<file path="config.mk">
export PLATFORM = sky130hd
export DESIGN_NAME = cmd_dispatch
export DESIGN_NICKNAME = d
export VERILOG_FILES = /design/src/rtl/dispatch_pkg.sv /design/src/rtl/cmd_fifo.sv /design/src/rtl/cmd_dispatch.sv
export SDC_FILE = /design/constraint.sdc
export NUM_CORES = 1
export LEC_CHECK = 0
export ABC_CLOCK_PERIOD_IN_PS = 2800
export BUFFER_PORTS_ARGS = -buffer_cell sky130_fd_sc_hd__buf_2
export CORE_AREA = 4 4 109 111
export DETAILED_ROUTE_END_ITERATION = 6
export DIE_AREA = 0 0 113 115
export HOLD_SLACK_MARGIN = 0.06
export MAX_ROUTING_LAYER = met4
export PLACE_DENSITY = 0.71
export RECOVER_POWER = 50
export SETUP_SLACK_MARGIN = 0.4
export SYNTH_ARGS = -nofsm -noshare
export SYNTH_HDL_FRONTEND = slang
export SYNTH_SLANG_ARGS = --single-unit
</file>
<file path="constraint.sdc">
create_clock -name clk -period 2.8 [get_ports clk]
set_clock_uncertainty 0.2 [all_clocks]
set_input_delay 0.28 -clock clk [delete_from_list [all_inputs] [get_ports clk]]
set_output_delay 0.28 -clock clk [all_outputs]
set_load 0.05 [all_outputs]
</file>
<file path="src/rtl/dispatch_pkg.sv">
// Shared types and constants for the command dispatcher: FSM states,
// response codes, opcode field position and the opcode legality lookup.
package dispatch_pkg;

  typedef enum logic [2:0] {
    ST_IDLE      = 3'd0,
    ST_ISSUE     = 3'd1,
    ST_WAIT_DONE = 3'd2,
    ST_RESP      = 3'd3,
    ST_WAIT_TX   = 3'd4
  } state_t;

  localparam logic [7:0] RESP_ACK = 8'hA5;
  localparam logic [7:0] RESP_NAK = 8'h5A;
  localparam logic [7:0] RESP_TMO = 8'hEE;

  localparam int OPC_MSB = 15;
  localparam int OPC_LSB = 12;

  function automatic logic opc_legal(input logic [15:0] mask, input logic [3:0] opc);
    return mask[opc];
  endfunction

endpackage

</file>
<file path="src/rtl/cmd_fifo.sv">
// Small circular command buffer with a combinational head. A push into a full
// buffer is accepted when a pop happens in the same cycle.
module cmd_fifo #(
  parameter int DEPTH = 4,
  parameter int W     = 16
) (
  input  logic                     clk,
  input  logic                     rst_n,
  input  logic                     push,
  input  logic                     pop,
  input  logic [W-1:0]             din,
  output logic [W-1:0]             dout,
  output logic                     full,
  output logic                     empty,
  output logic [$clog2(DEPTH):0]   cnt
);

  localparam int AW = $clog2(DEPTH);
  localparam logic [AW:0] ONE_W    = {{AW{1'b0}}, 1'b1};
  localparam logic [AW:0] FULL_CNT = (AW+1)'(DEPTH);

  logic [W-1:0]  mem_r [DEPTH];
  logic [AW-1:0] wr_ptr_r;
  logic [AW-1:0] rd_ptr_r;
  logic [AW:0]   cnt_r;
  logic          do_push_s;
  logic          do_pop_s;

  assign empty     = (cnt_r == {(AW+1){1'b0}});
  assign full      = (cnt_r == FULL_CNT);
  assign do_pop_s  = pop && !empty;
  assign do_push_s = push && (!full || do_pop_s);
  assign dout      = mem_r[rd_ptr_r];
  assign cnt       = cnt_r;

  // Storage, pointers and occupancy
  always_ff @(posedge clk or negedge rst_n) begin
    if (!rst_n) begin
      for (int i = 0; i < DEPTH; i++) mem_r[i] <= {W{1'b0}};
      wr_ptr_r <= {AW{1'b0}};
      rd_ptr_r <= {AW{1'b0}};
      cnt_r    <= {(AW+1){1'b0}};
    end else begin
      if (do_push_s) begin
        mem_r[wr_ptr_r] <= din;
        wr_ptr_r        <= wr_ptr_r + ONE_W[AW-1:0];
      end
      if (do_pop_s) rd_ptr_r <= rd_ptr_r + ONE_W[AW-1:0];
      case ({do_push_s, do_pop_s})
        2'b10:   cnt_r <= cnt_r + ONE_W;
        2'b01:   cnt_r <= cnt_r - ONE_W;
        default: cnt_r <= cnt_r;
      endcase
    end
  end

endmodule

</file>
<file path="src/rtl/cmd_dispatch.sv">
// Takes commands from the UART wrapper, queues them, issues one at a time to
// the executor and returns one response byte per command (ACK/NAK/timeout).
module cmd_dispatch
  import dispatch_pkg::*;
#(
  parameter int          DEPTH    = 4,
  parameter logic [15:0] OPC_MASK = 16'h00FF,
  parameter int          TMO_W    = 20
) (
  input  logic                   clk,
  input  logic                   rst_n,
  input  logic                   cmd_rdy,
  input  logic [15:0]            cmd,
  output logic                   clr_cmd_rdy,
  output logic                   trmt,
  output logic [7:0]             resp,
  input  logic                   tx_done,
  output logic                   exe_vld,
  output logic [15:0]            exe_cmd,
  input  logic                   exe_rdy,
  input  logic                   exe_done,
  output logic                   busy,
  output logic [$clog2(DEPTH):0] fifo_cnt
);

  localparam int CW = $clog2(DEPTH) + 1;
  localparam logic [TMO_W-1:0] WDOG_ONE  = {{(TMO_W-1){1'b0}}, 1'b1};
  localparam logic [TMO_W-1:0] WDOG_LAST = {{(TMO_W-1){1'b1}}, 1'b0};

  state_t           state_r;
  logic [TMO_W-1:0] wdog_r;
  logic             nak_pend_r;
  logic             clr_r;
  logic             trmt_r;
  logic             exe_vld_r;
  logic [7:0]       resp_r;
  logic [15:0]      exe_cmd_r;

  logic             take_s;
  logic             legal_s;
  logic             push_s;
  logic             pop_s;
  logic             nak_set_s;
  logic             full_s;
  logic             empty_s;
  logic [15:0]      head_s;
  logic [CW-1:0]    cnt_s;

  // Ignore cmd_rdy while our clear pulse is out so one command is never taken twice
  assign take_s    = cmd_rdy && !clr_r;
  assign legal_s   = opc_legal(OPC_MASK, cmd[OPC_MSB:OPC_LSB]);
  assign pop_s     = (state_r == ST_IDLE) && !nak_pend_r && !empty_s;
  assign push_s    = take_s && legal_s && (!full_s || pop_s);
  assign nak_set_s = take_s && !legal_s && !nak_pend_r;

  cmd_fifo #(.DEPTH(DEPTH), .W(16)) u_fifo (
    .clk   (clk),
    .rst_n (rst_n),
    .push  (push_s),
    .pop   (pop_s),
    .din   (cmd),
    .dout  (head_s),
    .full  (full_s),
    .empty (empty_s),
    .cnt   (cnt_s)
  );

  // Intake: clear pulse and pending-NAK flag
  always_ff @(posedge clk or negedge rst_n) begin
    if (!rst_n) begin
      clr_r      <= 1'b0;
      nak_pend_r <= 1'b0;
    end else begin
      clr_r <= push_s || nak_set_s;
      if (nak_set_s) nak_pend_r <= 1'b1;
      else if ((state_r == ST_RESP) && (resp_r == RESP_NAK)) nak_pend_r <= 1'b0;
    end
  end

  // Dispatch FSM with executor watchdog; trmt is raised on leaving RESP
  always_ff @(posedge clk or negedge rst_n) begin
    if (!rst_n) begin
      state_r   <= ST_IDLE;
      wdog_r    <= {TMO_W{1'b0}};
      trmt_r    <= 1'b0;
      exe_vld_r <= 1'b0;
      exe_cmd_r <= 16'h0000;
      resp_r    <= 8'h00;
    end else begin
      trmt_r <= 1'b0;
      case (state_r)
        ST_IDLE: begin
          if (nak_pend_r) begin
            resp_r  <= RESP_NAK;
            state_r <= ST_RESP;
          end else if (!empty_s) begin
            exe_cmd_r <= head_s;
            exe_vld_r <= 1'b1;
            state_r   <= ST_ISSUE;
          end
        end
        ST_ISSUE: begin
          if (exe_rdy) begin
            exe_vld_r <= 1'b0;
            wdog_r    <= {TMO_W{1'b0}};
            state_r   <= ST_WAIT_DONE;
          end
        end
        ST_WAIT_DONE: begin
          if (exe_done) begin
            resp_r  <= RESP_ACK;
            state_r <= ST_RESP;
          end else if (wdog_r == WDOG_LAST) begin
            resp_r  <= RESP_TMO;
            state_r <= ST_RESP;
          end
          wdog_r <= wdog_r + WDOG_ONE;
        end
        ST_RESP: begin
          trmt_r  <= 1'b1;
          state_r <= ST_WAIT_TX;
        end
        ST_WAIT_TX: begin
          if (tx_done) state_r <= ST_IDLE;
        end
        default: state_r <= ST_IDLE;
      endcase
    end
  end

  assign clr_cmd_rdy = clr_r;
  assign trmt        = trmt_r;
  assign resp        = resp_r;
  assign exe_vld     = exe_vld_r;
  assign exe_cmd     = exe_cmd_r;
  assign busy        = (state_r != ST_IDLE) || !empty_s;
  assign fifo_cnt    = cnt_s;

endmodule
</file>
==> impl_results.md <==
- CTS tree: yes
- Placed inst area: 0.00580 mm2
- CP Buf/Inv Count: 2
- Core ar.: roughly 0.011 mm2
- CTS root buf: clkbuf_8
- Area grow syn2layout: 23.9%
- Non-filler cells, final: ~640
- Max-slew violations: 0
- Placed cells: 584
- First-pass GRT wire length: between 15,000 and 20,000 um
- Clock-pin slew on the worst setup and hold paths: 0.06 ns
- Syn Inst Count: approximately 400
- Worst Tran Pin Value: approximately 1.2 ns
- Fmax: between 400 and 500 MHz
- Worst-Skew Late Latency: between 0.5 and 0.6 ns
- Max stage delay on crit path: 0.56 ns
- FP Rows: 38
- Die height: between 100 and 150 um
- Port Buffers: 52
- Synth cell types: 49
- PD cells: around 1200 mW/mm2
- Largest net degree at the start of global routing: 48
- R2r setup slk: around 0.36 ns
- CP cell instances: or4_4, a311oi_4, buf_4, buf_8, nand2_4, mux2_2
- VDD IR max: between 0.9 and 1 mV
- Final core occ: 0.616
- 1st-pass router iterations: 4
- Sequential fraction of the synthesis area: 0.550
- Final Hold Fails: 0
- Initial antenna violation count: 0
- Synth Cell Area: about 0.0054 mm2
- Via density: about 5.5
- Final Setup Violations: 0
- CP max stage cell: or4_4
- Die area: around 0.013 mm2
- Worst Setup Start Kind: register
- Number of H-tree levels: 4
- N_diodes: 0
- CTS Sinks: ~120
- Outcome: finished clean
- Top-Level Pins: 53
- Total CTS buffers: 17
- Die extent in x: 113 um
- Yosys Warn Count: 0
- Sum Neg Setup Slack: 0 ns
- DP HPWL: approximately 7000 um
- Syn Nets: about 430
- Asr flop ratio synth: 1.00
- RSZ-0062 raised after global routing: true
- Post-synthesis area per instance: between 10 and 15 um2
- Share of cells above drive strength 1: 0.390
- # nets final: 520
- Kind of critical path: register to register
- Relative slew slack: 0.194
- 1st-iter DRT viols: roughly 210
- Initial Utilization: 0.497
- Vias in the first global route: roughly 3.8k
- Largest delay share family, worst path: simple AND/OR/NAND/NOR gates
- WP data arrival: approximately 2.6 ns
- Post-route minimum period: 2.44 ns
- Path type of the worst min-delay path: register to register
- GRT Overall Usage: 0.192
- Routability cong.: approximately 0.84
- Post-Route WL: between 10,000 and 15,000 um
- Worst Path Max Fanout: 16
- Required time worst endpoint: between 2 and 3 ns
- Total grt overflow: 0
- Wire per inst: approximately 17 um
- Cell area after layout: 0.00665 mm2
- CP endpoint kind: register
- Top FF cell, synth: dfrtp_1
- Total number of vias: 3,542
- Max clock buf depth: 2
- Pleak: about 0.0030 uW
- Seq cells post-synth: between 100 and 150
- Post-route ant nets: 0
- Post-synth EDFFs: 0
- Drt drc: 0
- Part of the cycle the worst path needs: 0.871
- Maximum capacitance violations: 0
## registers in the layout (all words and copies together), names as in the netlist, 2 cells and up
register,cells
wdog_r,20
u_fifo.cnt,3
exe_cmd,16
u_fifo.mem_r,64
state_r,3
u_fifo.wr_ptr_r,2
resp,4
u_fifo.rd_ptr_r,2
## synthesized netlist by cell type, drive strengths merged (3+ instances only)
cell	number	area (um2)
dfrtp	118	2950
mux2	76	856
nand2	30	123
mux4	16	360
nor2	16	60.1
o21ai	14	70.1
inv	13	48.8
buf	11	85.1
clkbuf	9	33.8
mux2i	9	90.1
nand3	9	45.0
nand4	8	50.1
and2	7	43.8
ha	7	87.6
a21oi	6	30.0
nor3	4	20.0
xnor2	4	35.0
and4	3	26.3
o31ai	3	22.5
or2	3	18.8
## layout by cell type (no fill, tap or decap), drive strengths merged, types with 3 or more instances in the layout
cell type / synthesis / final
xnor2: 4 / 4
and4: 3 / 3
nand2: 30 / 31
o21ai: 14 / 14
dfrtp: 118 / 118
nor3: 4 / 4
o31ai: 3 / 3
clkbuf: 9 / 36
or2: 3 / 3
bufinv: 0 / 3
nor2: 16 / 16
mux2i: 9 / 9
and2: 7 / 7
a21oi: 6 / 6
mux4: 16 / 16
ha: 7 / 7
inv: 13 / 13
nand3: 9 / 9
buf: 11 / 50
mux2: 76 / 76
clkinv: 0 / 8
nand4: 8 / 8
dlygate4sd3: 0 / 22
## final timing paths
path | end | start | cells past startpoint
min | wdog_r[17] | wdog_r[17] | 1
max reg2reg | u_fifo.mem_r[0] | nak_pend_r | 6
max in group asynchronous | u_fifo.mem_r[0] | rst_n | 3
max | u_fifo.mem_r[0] | nak_pend_r | 6
min in group asynchronous | exe_cmd[0] | rst_n | 2
min reg2reg | wdog_r[17] | wdog_r[17] | 1
## stage by stage
stage               total power (uW)  setup WS (ns)  hold slack, ns
finish                          8050          0.360           0.265
global route                    8520          0.173           0.306
CTS                             8100          0.329           0.142
detailed placement              5900          0.309           0.149
global placement                5780          0.346           0.135
floorplan                       5210          0.184          -0.216
## kinds of logic after synthesis
kind of cell / Yosys count / synth area share
buffers and inverters: 33 / 0.0312
AO/OA/AOI/OAI: 40 / 0.0511
AND/OR/NAND/NOR: 95 / 0.0940
multiplexers: 101 / 0.243
XOR/XNOR: 6 / 0.00979
flip-flops: 118 / 0.550
adder cells (fa/ha/maj): 8 / 0.0201
## metal layers
layer | GRT usage | wire (um) | vias to the layer above | part of all wire
li1 | - | - | 1645 | -
met1 | 0.234 | 4880 | 1812 | 0.44
met2 | 0.315 | 5720 | 77 | 0.51
met3 | 0.0537 | 476 | 8 | 0.043
met4 | 0.0569 | 98 | 0 | 0.0088
met5 | - | 0 | - | 0
## area by class of cell
class                      count  area [um2]
timing repair buffer          89         573
inverter                      13        53.8
fill                         840        4150
tap                          140         175
clock inverter                13         156
multi-input combinational    251        2310
sequential                   118        2950
clock buffer                  19         422
## repair_timing
item                                    4_1_cts  5_1_grt
endpoints found under the setup margin       63       37
setup buffers                                 2        2
gates resized for setup                       3        7
endpoints found under the hold margin       151        0
hold buffers                                 22        0
pin swaps                                     3        2
cloned                                        0        1
## power breakdown
group	switching [uW]	internal (uW)	leakage (uW)	total (uW)
Combinational	1740	1350	0.00126	3090
Clock	753	1350	0.000282	2100
Sequential	457	2410	0.00147	2860
Note: power is estimated with default switching activity, not from simulation.
